File: src/rtl/seg_scan_pkg.sv
// Shared types and helpers for the four-digit seven-segment scan driver.
package seg_scan_pkg;

    localparam int NUM_DIGITS = 4;

    typedef logic [1:0] digit_idx_t;
    typedef logic [3:0] nibble_t;

    // One displayable frame: four hex nibbles plus their decimal points.
    // hex[0] is the rightmost digit.
    typedef struct packed {
        nibble_t [NUM_DIGITS-1:0] hex;
        logic    [NUM_DIGITS-1:0] dp;
    } disp_word_t;

    // A digit is a leading zero when it is not digit 0 and it and every
    // digit to its left hold zero.
    function automatic logic lz_blanked(input nibble_t [NUM_DIGITS-1:0] hex,
                                        input digit_idx_t              idx,
                                        input logic                    enable);
        logic upper_zero;
        upper_zero = 1'b1;
        for (int k = 0; k < NUM_DIGITS; k++) begin
            if (k >= int'(idx) && hex[k[1:0]] != 4'h0) begin
                upper_zero = 1'b0;
            end
        end
        return enable && (idx != 2'd0) && upper_zero;
    endfunction

endpackage

File: src/rtl/scan_prescaler.sv
// Free-running slot prescaler: counts 0..TICK_DIV-1 and flags the last cycle.
module scan_prescaler #(
    parameter int  TICK_DIV = 50_000,
    localparam int CW       = $clog2(TICK_DIV)
) (
    input  logic          clk,
    input  logic          reset_n,
    output logic [CW-1:0] count,
    output logic          tick
);

    localparam logic [CW-1:0] LAST = CW'(TICK_DIV - 1);

    logic [CW-1:0] count_q;
    logic [CW-1:0] count_d;

    // Wrap to zero on the last cycle of the slot, otherwise increment.
    always_comb begin
        tick    = (count_q == LAST);
        count_d = tick ? '0 : count_q + 1'b1;
    end

    // Slot counter register.
    always_ff @(posedge clk or negedge reset_n) begin
        if (!reset_n) begin
            count_q <= '0;
        end else begin
            count_q <= count_d;
        end
    end

    assign count = count_q;

endmodule

File: src/rtl/seg_digit_scan.sv
// Four-digit multiplexed seven-segment scan driver with frame-aligned
// double buffering, leading-zero blanking and anti-ghosting dead time.
//
// Handshake: load is a single-cycle strobe with no back-pressure; the value
// is always accepted into the pending buffer and becomes visible at the next
// frame boundary (digit 3 -> digit 0), signalled by a one-cycle updated pulse.
module seg_digit_scan
    import seg_scan_pkg::*;
#(
    parameter int TICK_DIV = 50_000,
    parameter int DEAD     = 16,
    parameter bit BLANK_LZ = 1'b1
) (
    input  logic        clk,
    input  logic        reset_n,
    input  logic        load,
    input  logic [15:0] value,
    input  logic [3:0]  dp_in,
    input  logic        blank,
    output logic [3:0]  nibble,
    output logic [3:0]  digit_en_n,
    output logic        dp_n,
    output logic        updated
);

    localparam int            CW     = $clog2(TICK_DIV);
    localparam logic [CW-1:0] DEAD_C = CW'(DEAD);

    logic [CW-1:0] count;
    logic          tick;
    logic [CW-1:0] count_next;
    logic          frame_boundary;
    logic          show;

    digit_idx_t idx_q,        idx_d;
    disp_word_t active_q,     active_d;
    disp_word_t pending_q,    pending_d;
    logic       pend_flag_q,  pend_flag_d;
    nibble_t    nibble_q,     nibble_d;
    logic [3:0] digit_en_n_q, digit_en_n_d;
    logic       dp_n_q,       dp_n_d;
    logic       updated_q,    updated_d;

    scan_prescaler #(
        .TICK_DIV(TICK_DIV)
    ) u_prescaler (
        .clk    (clk),
        .reset_n(reset_n),
        .count  (count),
        .tick   (tick)
    );

    // Next digit, buffer promotion and the registered output values. Outputs
    // are computed from next-cycle state so they line up with count/idx.
    always_comb begin
        count_next     = tick ? '0 : count + 1'b1;
        idx_d          = tick ? idx_q + 2'd1 : idx_q;
        frame_boundary = tick && (idx_q == 2'd3);

        active_d    = active_q;
        pending_d   = pending_q;
        pend_flag_d = pend_flag_q;
        updated_d   = 1'b0;

        // Promotion uses the pre-load pending contents; a load in the same
        // cycle then refills pending and keeps the flag set.
        if (frame_boundary && pend_flag_q) begin
            active_d    = pending_q;
            pend_flag_d = 1'b0;
            updated_d   = 1'b1;
        end
        if (load) begin
            pending_d.hex = value;
            pending_d.dp  = dp_in;
            pend_flag_d   = 1'b1;
        end

        show = (count_next >= DEAD_C) && !blank
               && !lz_blanked(active_d.hex, idx_d, BLANK_LZ);

        digit_en_n_d = 4'hF;
        if (show) begin
            digit_en_n_d[idx_d] = 1'b0;
        end
        dp_n_d   = !(show && active_d.dp[idx_d]);
        nibble_d = active_d.hex[idx_d];
    end

    // State and output registers.
    always_ff @(posedge clk or negedge reset_n) begin
        if (!reset_n) begin
            idx_q        <= 2'd0;
            active_q     <= '0;
            pending_q    <= '0;
            pend_flag_q  <= 1'b0;
            nibble_q     <= 4'h0;
            digit_en_n_q <= 4'hF;
            dp_n_q       <= 1'b1;
            updated_q    <= 1'b0;
        end else begin
            idx_q        <= idx_d;
            active_q     <= active_d;
            pending_q    <= pending_d;
            pend_flag_q  <= pend_flag_d;
            nibble_q     <= nibble_d;
            digit_en_n_q <= digit_en_n_d;
            dp_n_q       <= dp_n_d;
            updated_q    <= updated_d;
        end
    end

    assign nibble     = nibble_q;
    assign digit_en_n = digit_en_n_q;
    assign dp_n       = dp_n_q;
    assign updated    = updated_q;

endmodule

File: config.mk
export PLATFORM = sky130hd
export DESIGN_NAME = seg_digit_scan
export DESIGN_NICKNAME = d
export VERILOG_FILES = /design/src/rtl/seg_scan_pkg.sv /design/src/rtl/scan_prescaler.sv /design/src/rtl/seg_digit_scan.sv
export SDC_FILE = /design/constraint.sdc
export NUM_CORES = 1
export LEC_CHECK = 0
export ABC_AREA = 1
export BUFFER_PORTS_ARGS = -buffer_cell sky130_fd_sc_hd__buf_2
export CORE_MARGIN = 4
export CORE_UTILIZATION = 58
export CTS_BUF_LIST = sky130_fd_sc_hd__clkbuf_2 sky130_fd_sc_hd__clkbuf_4 sky130_fd_sc_hd__clkbuf_8
export CTS_CLUSTER_DIAMETER = 40
export DETAILED_ROUTE_END_ITERATION = 12
export PLACE_DENSITY = 0.88
export REMOVE_ABC_BUFFERS = 1
export SETUP_SLACK_MARGIN = 0.02
export SYNTH_ARGS = -nofsm -noshare
export SYNTH_HDL_FRONTEND = slang
export SYNTH_HIERARCHICAL = 1
export SYNTH_SLANG_ARGS = --single-unit
File: constraint.sdc
create_clock -name clk -period 3.6 [get_ports clk]
set_clock_uncertainty 0.05 [all_clocks]
set_input_delay 0.18 -clock clk [delete_from_list [all_inputs] [get_ports clk]]
set_output_delay 0.18 -clock clk [all_outputs]
set_load 0.005 [all_outputs]
After elaboration in Yosys (flattened, before gate mapping)
Index checks and enable logic that the tools add are counted.
Widths: inputs -> output; s select.
{ "word_totals": {"inputBits": 24, "reg_bits": 69, "output_inout_bits": 10, "wordCells": 64} }
{ "classes": {"n_mux": 17, "addsub": 2, "n_bitwise": 1, "n_lt_le_gt_ge": 6, "reduce_logical": 19, "n_eq_ne": 2} }
{ "ops": {"columns": ["operator", "n"], "rows": [
  ["$mux 20", 1],
  ["$add 16x1->16 const B", 1],
  ["$eq 16x16->1 const B", 1],
  ["$ge 16x5->1 const B", 1],
  ["$mux 16", 1],
  ["$reduce_bool 4->1", 4],
  ["$logic_and 1x1->1", 10],
  ["$mux 1", 9],
  ["$bmux 4 s2", 1],
  ["$mux 4", 2],
  ["$ge 1x2->1 const A", 2],
  ["$not 4->4", 1],
  ["$reduce_bool 2->1", 2],
  ["$logic_not 1->1", 3],
  ["$lt 2x3->1 const B", 1],
  ["$add 2x1->2 const B", 1],
  ["$bmux 1 s2", 1],
  ["$demux 1 s2", 1],
  ["$eq 2x2->1 const B", 1],
  ["$ge 2x1->1 const B", 1],
  ["$ge 2x2->1 const A", 1],
  ["$mux 2", 1]
]} }

Depth between registers and ports, before layout
{ "logic_depth": {"word_depth": 15, "ltp_mapped": 17, "depth_no_buf": 17} }

By module
The synthesis kept the hierarchy.
{ "modules_own_cells": {"columns": ["module", "seq_area_each_um2", "area_each_um2", "cells_per_inst", "n_inst"], "rows": [
  ["seg_digit_scan", 1332.5, 2565.0, 335, 1],
  ["scan_prescaler", 400.4, 877.1, 121, 1]
]} }

Worst setup path before layout
Ideal clock, no wire load.
{ "synth_timing": {"kind": "register to register", "start": "register u_prescaler.count_q[0], in the netlist u_prescaler/count[0]", "end": "register digit_en_n_q[0], in the netlist digit_en_n[0]", "path_buffers": 1, "period_less_slack_ns": 2.128, "path_stages_with_launch": 17, "setup_slack_ns": 1.472, "setup_ns": 0.064, "required_ns": 3.486, "arrival_ns": 2.014, "cell_sequence": "dfrtp_1 ha_1 nand3_2 nor2_1 nand2_2 inv_2 nand3_2 buf_2 nand2_1 nand2_1 nor2_1 nand2_1 nor2_1 nand3_1 nand2_1 inv_2 nand3_1"} }
{ "synth_lines": {"columns": ["element", "line_no", "rtl"], "rows": [
  ["start: declaration", "scan_prescaler.sv:14", "logic [CW-1:0] count_q;"],
  ["start signal: assignment", "scan_prescaler.sv:28", "count_q <= count_d;"],
  ["end signal: assignment", "seg_digit_scan.sv:106", "digit_en_n_q <= digit_en_n_d;"],
  ["end: declaration", "seg_digit_scan.sv:40", "logic [3:0] digit_en_n_q, digit_en_n_d;"]
]} }

==> impl_metrics.yaml <==
outcome:
  status: "completed"
floorplan:
  start_util: 0.610
  core_sq_um: 5640
  io_pins: 34
  dieArea_sq_um: 7230
  die-width_um: 85.0
  fp-row-count: 27
  fp.dieH_um: 85.0
placed_design:
  placed_cells: 553
  hpwl_um: 5150
  gp_congestion: 0.906
  io_buffers: 33
timing:
  tightestPinTransition_ps: 767
  finalCriticalPeriod_ps: 2920
  fmax_ghz: 0.343
  setup-tns-final_ps: 0
  slew_viol_final: 0
  hold_viol: 0
  setup_violations: 0
  finalCritPeriodShare: 0.811
  whs_ps: 13.0
  maxSlewHeadroom: 0.488
  rsz0062_at_grt: "no"
finish:
  final_core_util: 0.726
  syn2layout_area_growth_pct: 18.9
  drive_gt1_frac: 0.128
  insertedDiodeCount: 0
  stdcell_count: 587
  nNetsFinal: 537
power:
  power_leakage_nw: 2.20
  peakVddDrop_uv: 321
  total_power_w: 0.00165
  power.density_nw_per_um2: 404
clocking:
  clk_latency_ps: 340
  cts.sinks: 69
  ctsHoldBuffers: 18
  post_cts_resized: 0
  cts_buffers: 9
  cts_setup_buffers: 0
  cts_tree: "built"
  root_buffer: "clkbuf_8"
  clk_path_buf_depth: 2
  clk_pin_slew_ps: 70
  ctsHtreeMaxLevel: 3
worst_setup_path:
  cp_max_fo: 25
  crit_required_ps: 3810
  ff2ff_setup_slack_ps: 680
  reg2reg_depth: 11
  startpoint_type: "flop"
  crit_type: "reg -> reg"
  cp-end-kind: "flop"
  r2r-end: "dp_n"
  crit-reg2reg-launch: "u_prescaler/count[0]"
  cp.arrival_ps: 3130
worst_hold_path:
  min_from: "value[5]"
  whs_path_depth: 3
  hold_path_class: "in -> reg"
  min_to: "pending_q[9]"
synthesis:
  synthFlopType: "dfrtp_1"
  ys_warn_count: 6
  post_synth_inst_count: 456
  synth_area_sq_um: 3440
  ys_ff_latch: 69
  avgSynthCellArea_sq_um: 7.55
  synthArstFlopShare: 1.00
  ys_types: 28
  ys_seq_area_frac: 0.503
  synth_edf_count: 0
routing:
  ant_nets: 0
  drt_iter0_drc: 200
  vias: 3055
  drt-vias-per-instance: 5.20
  drtPass1Iterations: 4
  wl_per_cell_um: 13.4
  drcViolationCount: 0
  wl_um: 7880
global_route:
  antenna_found_initial: 0
  grt_start_max_net_pins: 37
  grt_pass1_wl_um: 13900
  grt-ovfl-total: 0
  grt_usage: 0.241
  grt_pass1_vias: 3062
run:
  max_cap_viol_count: 0
[critical path, cell delays in order, from the launching register on]
cell and delay [ps]:
dfrtp_1 490, ha_1 250, nand3_2 150, nor2_1 160, nand2_2 110, inv_2 250
nand3_2 470, buf_4 350, o21ai_0 260, a22oi_1 110, nand3_1 90, nand3_1 90
[cell families after synthesis]
| group | Yosys count | share of synthesized area |
|---|---|---|
| and+or+nand+nor | 276 | 0.339 |
| buffers and inverters | 71 | 0.0800 |
| DFF | 69 | 0.503 |
| AOI/OAI and AO/OA | 31 | 0.0509 |
| xor gates and xnor gates | 5 | 0.0127 |
| adders and majority gates | 3 | 0.0109 |
| muxes | 1 | 0.00291 |
[how the worst max path moves through the flow]
stage,slack [ps],to,cells after the start,start
detailed placement,740,dp_n,11,u_prescaler/count[0]
floorplan,1160,digit_en_n[0],13,u_prescaler/count[0]
CTS,720,dp_n,11,u_prescaler/count[0]
global placement,910,digit_en_n[3],13,u_prescaler/count[0]
global route,310,digit_en_n[0],15,u_prescaler/count[0]
finish,680,dp_n,11,u_prescaler/count[0]
[cell usage after synthesis, types with 2 or more instances]
cell type | number | share of area
dfstp_2 | 5 | 0.038
a22oi_1 | 5 | 0.011
xor2_1 | 5 | 0.013
o21ai_1 | 7 | 0.010
clkbuf_1 | 5 | 0.0055
nand3_1 | 29 | 0.042
nand2_1 | 167 | 0.18
dfrtp_1 | 64 | 0.47
inv_1 | 58 | 0.063
nand3b_1 | 3 | 0.0065
nand4_1 | 17 | 0.031
nand2_2 | 2 | 0.0036
buf_2 | 4 | 0.0058
nand3_2 | 2 | 0.0058
inv_2 | 3 | 0.0033
o21ai_0 | 15 | 0.022
nor3_1 | 3 | 0.0044
nor2_2 | 2 | 0.0036
ha_1 | 3 | 0.011
nor2_1 | 49 | 0.053
[metal layers]
layer / track usage / wire, um
met2: 0.419 / 4230
met4: 0.115 / 177
met5: 0 / 0
met3: 0.0417 / 302
met1: 0.290 / 3180
[final cells by class]
class                      count  area [sq um]
fill                         415          1550
clock buffer                  10           138
inverter                      61           229
multi-input combinational    316          1430
timing repair buffer          53           360
sequential                    69          1730
clock inverter                 6           110
tap                           72          90.1
[metrics by stage]
stage | cell area [sq um] | setup WS (ps)
4_1_cts | 4090 | 716
3_3_place_gp | 3670 | 909
3_5_place_dp | 3670 | 740
2_1_floorplan | 3400 | 1160
5_1_grt | 4090 | 312
6_report | 4090 | 682
[placed cells by master, fill, tap and decap left out, types with 2 or more instances in the layout]
| master | instances |
|---|---|
| clkbuf_8 | 10 |
| nand3_2 | 2 |
| dfstp_2 | 5 |
| inv_1 | 58 |
| dlygate4sd3_1 | 18 |
| buf_2 | 33 |
| nor2_1 | 49 |
| nor3_1 | 3 |
| nand3_1 | 29 |
| inv_2 | 3 |
| o21ai_0 | 15 |
| buf_4 | 2 |
| nor2_2 | 2 |
| clkinvlp_4 | 2 |
| a22oi_1 | 5 |
| nand2_1 | 167 |
| nand3b_1 | 3 |
| ha_1 | 3 |
| nand4_1 | 17 |
| nand2_2 | 2 |
| xor2_1 | 5 |
| o21ai_1 | 7 |
| bufinv_16 | 3 |
| dfrtp_1 | 64 |
[registers in the layout, indices dropped and copies added (netlist names)]
name / flops
u_prescaler/count: 16
dp_n: 1
active_q: 20
pending_q: 20
idx_q: 2
pend_flag_q: 1
nibble: 4
digit_en_n: 4
updated: 1
[power by group]
group	switching [W]	total, W	internal (W)
clock	0.000288	0.000766	0.000478
sequential	0.0000132	0.000810	0.000797
combinational	0.0000442	0.0000766	0.0000325
total	0.000345	0.00165	0.00131
(Power assumes the default switching activity.)
